==> src/rtl/fetch_stage_pkg.sv <==
// Shared types and constants for the instruction fetch stage and its PC register.
package fetch_stage_pkg;

  typedef enum logic [1:0] {
    S_IDLE  = 2'd0,
    S_FETCH = 2'd1,
    S_HOLD  = 2'd2,
    S_DROP  = 2'd3
  } state_e;

  localparam logic [31:0] NOP      = 32'h0000_0000;
  localparam logic [31:0] PC_RESET = 32'h0000_0000;
  localparam logic [31:0] PC_INC   = 32'd4;

  typedef struct packed {
    logic [31:0] pc;
    logic [31:0] instr;
    logic        vld;
  } ifid_t;

  function automatic ifid_t ifid_bubble(input logic [31:0] pc);
    ifid_t b;
    b.pc    = pc + PC_INC;
    b.instr = NOP;
    b.vld   = 1'b0;
    return b;
  endfunction

endpackage

==> src/rtl/pc_reg.sv <==
// Program counter: a redirect wins over a sequential advance; otherwise the PC holds.
module pc_reg
  import fetch_stage_pkg::*;
(
  input  logic        clk_i,
  input  logic        rst_i,
  input  logic        flush_i,
  input  logic        adv_i,
  input  logic [31:0] target_i,
  output logic [31:0] pc_o
);

  logic [31:0] pc_q, pc_d;

  always_comb begin
    pc_d = pc_q;
    if (flush_i) begin
      pc_d = target_i & ~32'h3;
    end else if (adv_i) begin
      pc_d = pc_q + PC_INC;
    end
  end

  always_ff @(posedge clk_i or posedge rst_i) begin
    if (rst_i) begin
      pc_q <= PC_RESET;
    end else begin
      pc_q <= pc_d;
    end
  end

  assign pc_o = pc_q;

endmodule

==> src/rtl/fetch_stage.sv <==
// Instruction fetch stage: request FSM, one-entry holding buffer for stalled acks, and IF/ID register.
module fetch_stage
  import fetch_stage_pkg::*;
(
  input  logic        clk_i,
  input  logic        rst_i,
  input  logic        start_i,
  input  logic        WritePC_i,
  input  logic        WriteIFID_i,
  input  logic        Flush_i,
  input  logic [31:0] BranchTarget_i,
  output logic        IMem_Req_o,
  output logic [31:0] IMem_Addr_o,
  input  logic        IMem_Ack_i,
  input  logic [31:0] IMem_Data_i,
  output logic [31:0] IFID_PC_o,
  output logic [31:0] IFID_Instr_o,
  output logic        IFID_Valid_o
);

  state_e      state_q, state_d;
  logic [31:0] buf_q, buf_d;
  logic [31:0] drop_addr_q, drop_addr_d;
  ifid_t       ifid_q, ifid_d;
  logic [31:0] pc;
  logic        pc_adv;
  logic        req;

  pc_reg u_pc_reg (
    .clk_i    (clk_i),
    .rst_i    (rst_i),
    .flush_i  (Flush_i),
    .adv_i    (pc_adv),
    .target_i (BranchTarget_i),
    .pc_o     (pc)
  );

  always_comb begin
    state_d     = state_q;
    buf_d       = buf_q;
    drop_addr_d = drop_addr_q;
    ifid_d      = ifid_q;
    pc_adv      = 1'b0;
    req         = 1'b0;

    unique case (state_q)
      S_IDLE: begin
        if (!Flush_i && start_i) state_d = S_FETCH;
      end

      S_FETCH: begin
        req = 1'b1;
        if (Flush_i) begin
          // A request left outstanding must be drained at its original address.
          ifid_d      = ifid_bubble(pc);
          drop_addr_d = pc;
          state_d     = IMem_Ack_i ? S_FETCH : S_DROP;
        end else if (IMem_Ack_i && WritePC_i && WriteIFID_i) begin
          ifid_d.pc    = pc + PC_INC;
          ifid_d.instr = IMem_Data_i;
          ifid_d.vld   = 1'b1;
          pc_adv       = 1'b1;
        end else if (IMem_Ack_i) begin
          buf_d   = IMem_Data_i;
          state_d = S_HOLD;
          if (WriteIFID_i) ifid_d = ifid_bubble(pc);
        end else if (WriteIFID_i) begin
          ifid_d = ifid_bubble(pc);
        end
      end

      S_HOLD: begin
        if (Flush_i) begin
          ifid_d  = ifid_bubble(pc);
          buf_d   = NOP;
          state_d = S_FETCH;
        end else if (WriteIFID_i) begin
          ifid_d.pc    = pc + PC_INC;
          ifid_d.instr = buf_q;
          ifid_d.vld   = 1'b1;
          pc_adv       = 1'b1;
          state_d      = S_FETCH;
        end
      end

      S_DROP: begin
        req = 1'b1;
        if (Flush_i) begin
          ifid_d = ifid_bubble(pc);
        end else if (WriteIFID_i) begin
          ifid_d = ifid_bubble(pc);
        end
        if (IMem_Ack_i) state_d = S_FETCH;
      end

      default: state_d = S_IDLE;
    endcase
  end

  always_ff @(posedge clk_i or posedge rst_i) begin
    if (rst_i) begin
      state_q     <= S_IDLE;
      buf_q       <= NOP;
      drop_addr_q <= PC_RESET;
      ifid_q      <= '0;
    end else begin
      state_q     <= state_d;
      buf_q       <= buf_d;
      drop_addr_q <= drop_addr_d;
      ifid_q      <= ifid_d;
    end
  end

  // While draining, the memory still sees the abandoned address; otherwise it sees the live PC.
  assign IMem_Req_o   = req;
  assign IMem_Addr_o  = (state_q == S_DROP) ? drop_addr_q : pc;
  assign IFID_PC_o    = ifid_q.pc;
  assign IFID_Instr_o = ifid_q.instr;
  assign IFID_Valid_o = ifid_q.vld;

endmodule
==> config.mk <==
export PLATFORM = sky130hd
export DESIGN_NAME = fetch_stage
export DESIGN_NICKNAME = d
export VERILOG_FILES = /design/src/rtl/fetch_stage_pkg.sv /design/src/rtl/pc_reg.sv /design/src/rtl/fetch_stage.sv
export SDC_FILE = /design/constraint.sdc
export NUM_CORES = 1
export LEC_CHECK = 0
export ABC_AREA = 1
export CORE_MARGIN = 8
export CORE_UTILIZATION = 35
export CTS_BUF_LIST = sky130_fd_sc_hd__clkbuf_4 sky130_fd_sc_hd__clkbuf_8
export DETAILED_ROUTE_END_ITERATION = 10
export REMOVE_ABC_BUFFERS = 1
export SLEW_MARGIN = 20
export SYNTH_ARGS = -nofsm -noshare
export SYNTH_HDL_FRONTEND = slang
export SYNTH_SLANG_ARGS = --single-unit
==> constraint.sdc <==
create_clock -name clk_i -period 6.69 [get_ports clk_i]
set_clock_uncertainty 0.1 [all_clocks]
set_input_delay 0.669 -clock clk_i [delete_from_list [all_inputs] [get_ports clk_i]]
set_output_delay 0.669 -clock clk_i [all_outputs]
set_load 0.02 [all_outputs]
# ---- Yosys cells after proc, flatten, opt, wreduce, memory -nomap -nowiden
# Index checks and enable logic that the tools add are counted.
dict set report classes {
  n_eq_ne 12
  n_mul 0
  reduce_logical 13
  shift 0
  n_div 0
  n_mux 30
  order_cmp 0
  bitwise 0
  add_sub_neg 1
}
# cell count
set op_table {}
lappend op_table {{$mux W65} 6}
lappend op_table {{$mux W32} 7}
lappend op_table {{$pmux W65 S3} 1}
lappend op_table {{$pmux W32 S2} 1}
lappend op_table {{$add A32 B3 Y32 const B} 1}
lappend op_table {{$mux W2} 8}
lappend op_table {{$ne A2 B2 Y1 const B} 6}
lappend op_table {{$reduce_and A5 Y1} 2}
lappend op_table {{$ne A3 B3 Y1 const B} 3}
lappend op_table {{$pmux W2 S4} 1}
lappend op_table {{$mux W1} 5}
lappend op_table {{$eq A2 B2 Y1 const B} 2}
lappend op_table {{$reduce_and A2 Y1} 2}
lappend op_table {{$reduce_bool A2 Y1} 2}
lappend op_table {{$logic_and A1 B1 Y1} 3}
lappend op_table {{$reduce_bool A3 Y1} 1}
lappend op_table {{$eq A2 B1 Y1 const B} 1}
lappend op_table {{$logic_not A2 Y1} 1}
lappend op_table {{$pmux W1 S2} 1}
lappend op_table {{$reduce_or A2 Y1} 1}
lappend op_table {{$logic_not A1 Y1} 1}
dict set report totals {
  latch_bits 0
  mem_bits_ro 0
  output_inout_bits 98
  n_memories 0
  ramBits 0
  reg_bits 163
}

# ---- Logic depth before layout (Yosys ltp)
# Gate-level depths: netlist of run 1.
dict set report depth {
  depth_word 7
  depth_mapped 10
}

# ---- Hierarchy
# From an unflattened synthesis of run 1, not the netlist that was laid out.
dict set report hier_totals {
  cells_unflattened 1183
  hier_area_um2 8785.9
}
# module area_each_um2 seq_area_each_um2 cells_each instances
set modules_own_cells {}
lappend modules_own_cells {fetch_stage 6661.4 3278.1 876 1}
lappend modules_own_cells {pc_reg 2124.5 750.7 307 1}

# ---- Worst setup path before layout of run 1
# No wires, ideal clock.
dict set report synth_timing {
  kind {reg-to-output}
  from {reg state_q[0]}
  to {out IMem_Addr_o[10]}
  path_buffers 2
  t_arrival_ns 1.380
  path_stages_with_launch 5
  t_required_ns 5.921
  path_slack_ns 4.541
  path_cell_list {dfrtp_1 ha_1 buf_2 clkbuf_1 o21ai_0}
}
dict set report synth_between {
  elab_chain_cells 2
}
# item line
set synth_lines {}
lappend synth_lines {{start, declared} fetch_stage.sv:21} ;# state_e state_q, state_d;
lappend synth_lines {{start signal, assigned} fetch_stage.sv:107} ;# state_q <= state_d;
lappend synth_lines {{$eq A2 B2 Y1} fetch_stage.sv:116} ;# assign IMem_Addr_o = (state_q == S_DROP) ? drop_addr_q : pc;
lappend synth_lines {{$mux W32} fetch_stage.sv:116}
lappend synth_lines {{end, declared} fetch_stage.sv:13} ;# output logic [31:0] IMem_Addr_o,
# Every way passes these cells.

# ---- Worst setup path in the final report of run 1
dict set report layout_timing {
  from {reg state_q[1]}
  to {out IMem_Req_o}
}
dict set report layout_between {
  elab_chain_cells 3
}
# item line
set layout_lines {}
lappend layout_lines {{$eq A2 B2 Y1 / $eq A2 B1 Y1 (equally long branches)} fetch_stage.sv:46} ;# unique case (state_q)
lappend layout_lines {{$reduce_or A2 Y1 (no line) (*)} -}
lappend layout_lines {{$mux W1 (*)} fetch_stage.sv:46}
lappend layout_lines {{end, declared} fetch_stage.sv:12} ;# output logic IMem_Req_o,
# Every way passes the cells marked *; elsewhere a longest branch is shown, timed or not.

==> impl_metrics.py, run 1 <==
metrics = {
    "floorplanning": {
        "core_sq_um": 23260,
        "initial_core_util_pct": 35.39,
        "die_x_um": 169.4,
        "fp.dieArea_sq_um": 28680,
        "ioPinCount": 169,
        "die_h_um": 169.4,
        "rows": 56,
    },
    "clock_network": {
        "clock_path_buffers": 2,
        "cts_max_level": 4,
        "post_cts_buffers": 0,
        "postCtsHoldBufs": 0,
        "cts_tree": "done",
        "clock_latency_ns": 0.47,
        "cts_sinks": 159,
        "ctsResizeCount": 0,
        "cts_inserted_buffers": 17,
        "cts-root-buf": "clkbuf_8",
        "clk_pin_slew_ns": 0.10,
    },
    "critical_path": {
        "slowest_stage": "clkdlybuf4s50_1",
        "r2r_cells": 9,
        "endpoint": "IMem_Req_o",
        "cp-startpoint": "state_q[1]",
        "reg2reg_to": "u_pc_reg.pc_o[14]",
        "crit_type": "flip-flop to output port",
        "ff2ff_setup_slack_ns": 4.03,
        "crit_arrival_ns": 2.86,
        "required_ns": 5.92,
        "critPathLaunchType": "flip-flop",
        "end_kind": "output port",
        "path_cells": "ha_2, buf_4, clkinv_1, nand2_1, clkdlybuf4s50_1",
        "cpPeakStageDelay_ns": 0.66,
        "rr_startpoint": "state_q[1]",
        "crit_path_max_fanout": 62,
    },
    "routing": {
        "wl_per_cell_um": 15.87,
        "routed_wirelength_um": 24630,
        "drc": 0,
        "drtAntennaViolNets": 0,
        "drt_iter0_drc": 649,
        "viasPerCell": 4.776,
        "drt_pass1_iterations": 5,
        "vias": 7413,
    },
    "final_layout": {
        "drive_above_1_share_pct": 6.083,
        "fin_nets": 1296,
        "area_growth_pct": 27.50,
        "instances_no_fill": 1552,
        "diodes": 0,
    },
    "job": {
        "cap_violations": 0,
    },
    "timing": {
        "fin_crit_sh_pct": 54.17,
        "rsz0062_at_grt": "false",
        "finalHoldViolCount": 0,
        "finalSetupTns_ns": 0,
        "finalCriticalPeriod_ns": 3.624,
        "worst_slew_pin_slew_ns": 0.9057,
        "max_slew_margin_pct": 39.40,
        "final_max_slew_viol_count": 0,
        "layout_setup_ws_ns": 3.066,
        "setup_viol": 0,
        "fmaxAchievable_ghz": 0.2759,
    },
    "global_route": {
        "grt_antenna_before_repair": 0,
        "grt_usage_pct": 17.35,
        "grt_pass1_vias": 7239,
        "grt_max_degree": 93,
        "grt_pass1_wl_um": 39500,
        "grt-ovfl-total": 0,
    },
    "placement": {
        "io_buffers": 164,
        "place_ws_ns": 3.267,
        "dpl.hpwl_um": 16380,
        "dpl.cell_count": 1520,
        "gp_congestion": 0.8098,
    },
    "synth": {
        "synthTopCellsByArea": "dfrtp_1, nand2_1, o21ai_0",
        "ys_seq_area_share_pct": 48.34,
        "yosysTopAreaCell": "dfrtp_1",
        "synthDistinctLibCells": 33,
        "syn-cell-area_sq_um": 8232,
        "syn_inst": 1086,
        "avgSynthCellArea_sq_um": 7.580,
        "synth_warnings": 0,
        "ys_ff_latch": 159,
        "yosys.area.top_type_share_pct": 48.34,
    },
    "pwr": {
        "leakage_nw": 5.036,
        "ir_drop_mv": 0.2087,
        "power.density_nw_per_um2": 400.2,
    },
    "outcome": {
        "status": "finished, final reports clean",
    },
    "worst_hold_path": {
        "hold_path_class": "flip-flop to flip-flop",
    },
}
[worst max-delay path, delay by kind of cell (launching register included)]
family | cells | cell delay [ns]
buf+inv | 3 | 1.66
flops | 1 | 0.40
fa+ha+maj | 1 | 0.18
simple gates | 1 | 0.15
[sequential cells by signal, summed over array words and instances, names as in the netlist]
name	flops
IFID_Valid_o	1
state_q	2
u_pc_reg.pc_o	30
buf_q	32
drop_addr_q	30
IFID_PC_o	32
IFID_Instr_o	32
[how the worst min path moves through the flow]
| stage | startpoint | to | cells after the start |
|---|---|---|---|
| after global placement | IFID_Instr_o[6] | IFID_Instr_o[6] | 1 |
| after global routing | IFID_Instr_o[30] | IFID_Instr_o[30] | 1 |
| final | IFID_Instr_o[21] | IFID_Instr_o[21] | 1 |
| after detailed placement | IFID_Instr_o[6] | IFID_Instr_o[6] | 1 |
| after floorplan | drop_addr_q[2] | drop_addr_q[2] | 2 |
| after CTS | IFID_Instr_o[6] | IFID_Instr_o[6] | 1 |
[synth_stat cells]
master,n
clkbuf_1,23
nand2_1,392
o21ai_0,103
clkinv_1,1
inv_1,87
buf_2,24
o211ai_1,8
nand3_1,85
dfrtp_1,159
nor2_2,7
buf_4,4
o2111ai_2,1
o21ai_1,18
and2_1,3
a21oi_1,35
or2_2,13
a22oi_1,3
nor2_1,50
xor2_1,8
conb_1,1
o21ai_4,1
buf_1,4
inv_2,4
mux2i_1,8
nor3_1,1
a21o_1,24
inv_4,1
buf_6,1
o211a_1,8
nand3_2,1
nor2_4,1
ha_1,5
nand2_2,2
[through the flow]
stage / cell area (sq um) / total power, mW / util, % / hold slack (ns)
2_1_floorplan: 7973 / 2.615 / - / 0.3529
3_3_place_gp: 10080 / 3.457 / 43.34 / 0.3578
3_5_place_dp: 10080 / 3.487 / 43.34 / 0.3645
4_1_cts: 10490 / 4.247 / 45.07 / 0.3879
5_1_grt: 10500 / 4.516 / 45.12 / 0.3979
6_report: 10500 / 4.201 / 45.12 / 0.3824
[layer usage]
layer	vias up	routed length, um	GRT usage (%)
met3	17	1310	3.978
met1	3458	11750	23.39
li1	3733	-	-
met2	205	11280	27.67
met5	-	0	0
met4	0	290	4.579
[cell type report]
class | count | area (sq um)
Multi-Input combinational cell | 779 | 3676
Sequential cell | 159 | 3979
Timing Repair Buffer | 170 | 1682
Tap cell | 319 | 399.1
Fill cell | 2360 | 12770
Clock inverter | 15 | 168.9
Inverter | 93 | 356.6
Clock buffer | 17 | 234.0
[placed cells by master, fill, tap and decap left out, types with 2 or more instances in the layout]
master	count
nand2_1	391
clkinv_4	2
or2_2	13
nand3_1	85
and2_1	3
a21oi_1	35
buf_4	6
a21o_1	24
o211ai_1	8
inv_1	85
xor2_1	8
clkbuf_8	17
nor2_2	6
inv_6	4
mux2i_1	8
clkdlybuf4s50_1	163
a22oi_1	3
o21ai_1	18
inv_8	5
nor2_4	3
conb_1	2
dfrtp_1	159
nand2_2	2
ha_1	4
inv_2	5
o211a_1	8
clkinvlp_4	3
o21ai_0	103
nor2_1	49
[power breakdown]
group / internal [mW] / switching, mW / leakage [nW]
Sequential: 1.31 / 0.213 / 2.00
Combinational: 0.759 / 1.17 / 2.84
Clock: 0.314 / 0.433 / 0.196
[cell families after synthesis]
family                     share of synthesized area [%]
buffers and inverters                              7.463
DFF                                                48.34
muxes                                             0.9728
AOI/OAI and AO/OA                                  14.03
other                                            0.04556
and+or+nand+nor                                    27.54
adders and majority gates                         0.7600
xor gates and xnor gates                          0.8512
Power figures use the tool's default switching activity.
==> run 2: changes to the inputs <==
==> constraint.sdc (replaced) <==
create_clock -name clk_i -period 3.1 [get_ports clk_i]
set_clock_uncertainty 0.1 [all_clocks]
set_input_delay 0.31 -clock clk_i [delete_from_list [all_inputs] [get_ports clk_i]]
set_output_delay 0.31 -clock clk_i [all_outputs]
set_load 0.02 [all_outputs]
==> impl_metrics.py, run 2 (synthesized netlist as in run 1, its figures left out) <==
metrics = {
    "clock_network": {
        "clock_path_buffers": 2,
        "cts_max_level": 4,
        "ctsResizeCount": 0,
        "postCtsHoldBufs": 0,
        "post_cts_buffers": 0,
        "cts_sinks": 159,
        "cts-root-buf": "clkbuf_8",
        "cts_tree": "done",
        "clk_pin_slew_ns": 0.10,
        "clock_latency_ns": 0.47,
        "cts_inserted_buffers": 17,
    },
    "critical_path": {
        "critPathLaunchType": "flip-flop",
        "ff2ff_setup_slack_ns": 0.87,
        "rr_startpoint": "state_q[0]",
        "end_kind": "output port",
        "crit_path_max_fanout": 41,
        "crit_arrival_ns": 2.43,
        "slowest_stage": "clkdlybuf4s50_1",
        "reg2reg_to": "u_pc_reg.pc_o[6]",
        "required_ns": 2.69,
        "cpPeakStageDelay_ns": 0.64,
        "crit_type": "flip-flop to output port",
        "r2r_cells": 9,
        "cp-startpoint": "state_q[0]",
        "path_cells": "ha_2, buf_12, nand2_1, o21ai_0, clkdlybuf4s50_1",
    },
    "timing": {
        "max_slew_margin_pct": 59.31,
        "rsz0062_at_grt": "false",
        "finalCriticalPeriod_ns": 2.838,
        "worst_slew_pin_slew_ns": 0.6081,
        "setup_viol": 0,
        "finalSetupTns_ns": 0,
        "fin_crit_sh_pct": 91.55,
        "finalHoldViolCount": 0,
        "final_max_slew_viol_count": 0,
        "fmaxAchievable_ghz": 0.3524,
    },
    "outcome": {
        "status": "finished, final reports clean",
    },
    "floorplanning": {
        "ioPinCount": 169,
        "die_h_um": 169.4,
        "rows": 56,
        "core_sq_um": 23260,
        "fp.dieArea_sq_um": 28680,
        "die_x_um": 169.4,
        "initial_core_util_pct": 35.39,
    },
    "final_layout": {
        "diodes": 0,
        "area_growth_pct": 29.20,
        "postLayoutCoreUtil_pct": 45.72,
        "layout_common_cells": "nand2_1, clkdlybuf4s50_1, dfrtp_1",
        "drive_above_1_share_pct": 6.982,
        "layout_commonest_cell": "nand2_1",
        "fin_nets": 1309,
    },
    "pwr": {
        "power.density_nw_per_um2": 854.7,
        "leakage_nw": 5.114,
        "ir_drop_mv": 0.3936,
    },
    "routing": {
        "viasPerCell": 4.849,
        "drtAntennaViolNets": 0,
        "drt_iter0_drc": 647,
        "vias": 7588,
        "wl_per_cell_um": 15.75,
        "routed_wirelength_um": 24650,
        "drc": 0,
        "drt_pass1_iterations": 5,
    },
    "global_route": {
        "grt_pass1_wl_um": 39710,
        "grt_pass1_vias": 7268,
        "grt_max_degree": 65,
        "grt-ovfl-total": 0,
        "grt_antenna_before_repair": 0,
        "grt_usage_pct": 17.45,
    },
    "placement": {
        "dpl.hpwl_um": 17110,
        "io_buffers": 164,
        "gp_congestion": 0.8186,
    },
    "worst_hold_path": {
        "hold_path_class": "primary input to asynchronous set/reset pin",
    },
    "job": {
        "cap_violations": 0,
    },
}
[run 2: worst max-delay path by stage]
stage	slack [ns]	to	cells past startpoint
after CTS	0.19	IMem_Addr_o[31]	5
after detailed placement	0.74	IFID_Instr_o[7]	7
final	0.26	IMem_Addr_o[31]	5
after global routing	0.08	IMem_Addr_o[28]	5
after global placement	0.74	IMem_Addr_o[31]	5
after floorplan	-1.60	IFID_Instr_o[0]	1
[run 2: cell type report]
cell class	count	area, sq um
Clock buffer	17	234.0
Clock inverter	15	171.4
Fill cell	2356	12630
Inverter	93	356.6
Multi-Input combinational cell	779	3666
Sequential cell	159	3979
Tap cell	319	399.1
Timing Repair Buffer	183	1829
[run 2: per-stage QoR]
step | total power, mW | area (sq um) | hold slack, ns | worst slack [ns] | cells
global route | 9.769 | 10640 | 0.2271 | 0.07529 | 1565
global placement | 7.523 | 10230 | 0.3584 | 0.7430 | 1533
detailed placement | 7.597 | 10230 | 0.3664 | 0.7403 | 1533
floorplan | 5.643 | 7973 | 0.3387 | -1.602 | 1031
finish | 9.090 | 10640 | 0.2029 | 0.2619 | 1565
CTS | 9.214 | 10640 | 0.1864 | 0.1885 | 1565
[run 2: where the power goes]
group          internal, mW  total (mW)  switching [mW]
registers              2.83        3.30           0.473
logic                  1.69        4.20            2.51
clock network         0.613        1.59           0.974
total                  5.14        9.09            3.95
[run 2: worst max-delay path: cells and delay by family (launching register included)]
| family | cells | cell delay [ns] |
|---|---|---|
| flip-flops | 1 | 0.39 |
| AND/OR/NAND/NOR | 1 | 0.06 |
| adder cells (fa/ha/maj) | 1 | 0.48 |
| AO/OA/AOI/OAI | 1 | 0.09 |
| buffers and inverters | 2 | 0.89 |
[run 2: layer usage]
metal / GRT usage [%] / up-vias / wire [um]
met5: 0 / - / 0
met4: 4.886 / 0 / 282
met3: 3.699 / 21 / 1531
met2: 27.85 / 238 / 11420
met1: 23.59 / 3570 / 11410
li1: - / 3759 / -
==> run 3: changes to the inputs <==
--- a/config.mk
+++ b/config.mk
@@ -9,6 +9,7 @@
 export CORE_MARGIN = 8
 export CORE_UTILIZATION = 35
 export CTS_BUF_LIST = sky130_fd_sc_hd__clkbuf_4 sky130_fd_sc_hd__clkbuf_8
+export CTS_CLUSTER_DIAMETER = 200
 export DETAILED_ROUTE_END_ITERATION = 10
 export REMOVE_ABC_BUFFERS = 1
 export SLEW_MARGIN = 20
==> results of run 3 <==
Final layout, timing and power as in run 2 (identical DEF).
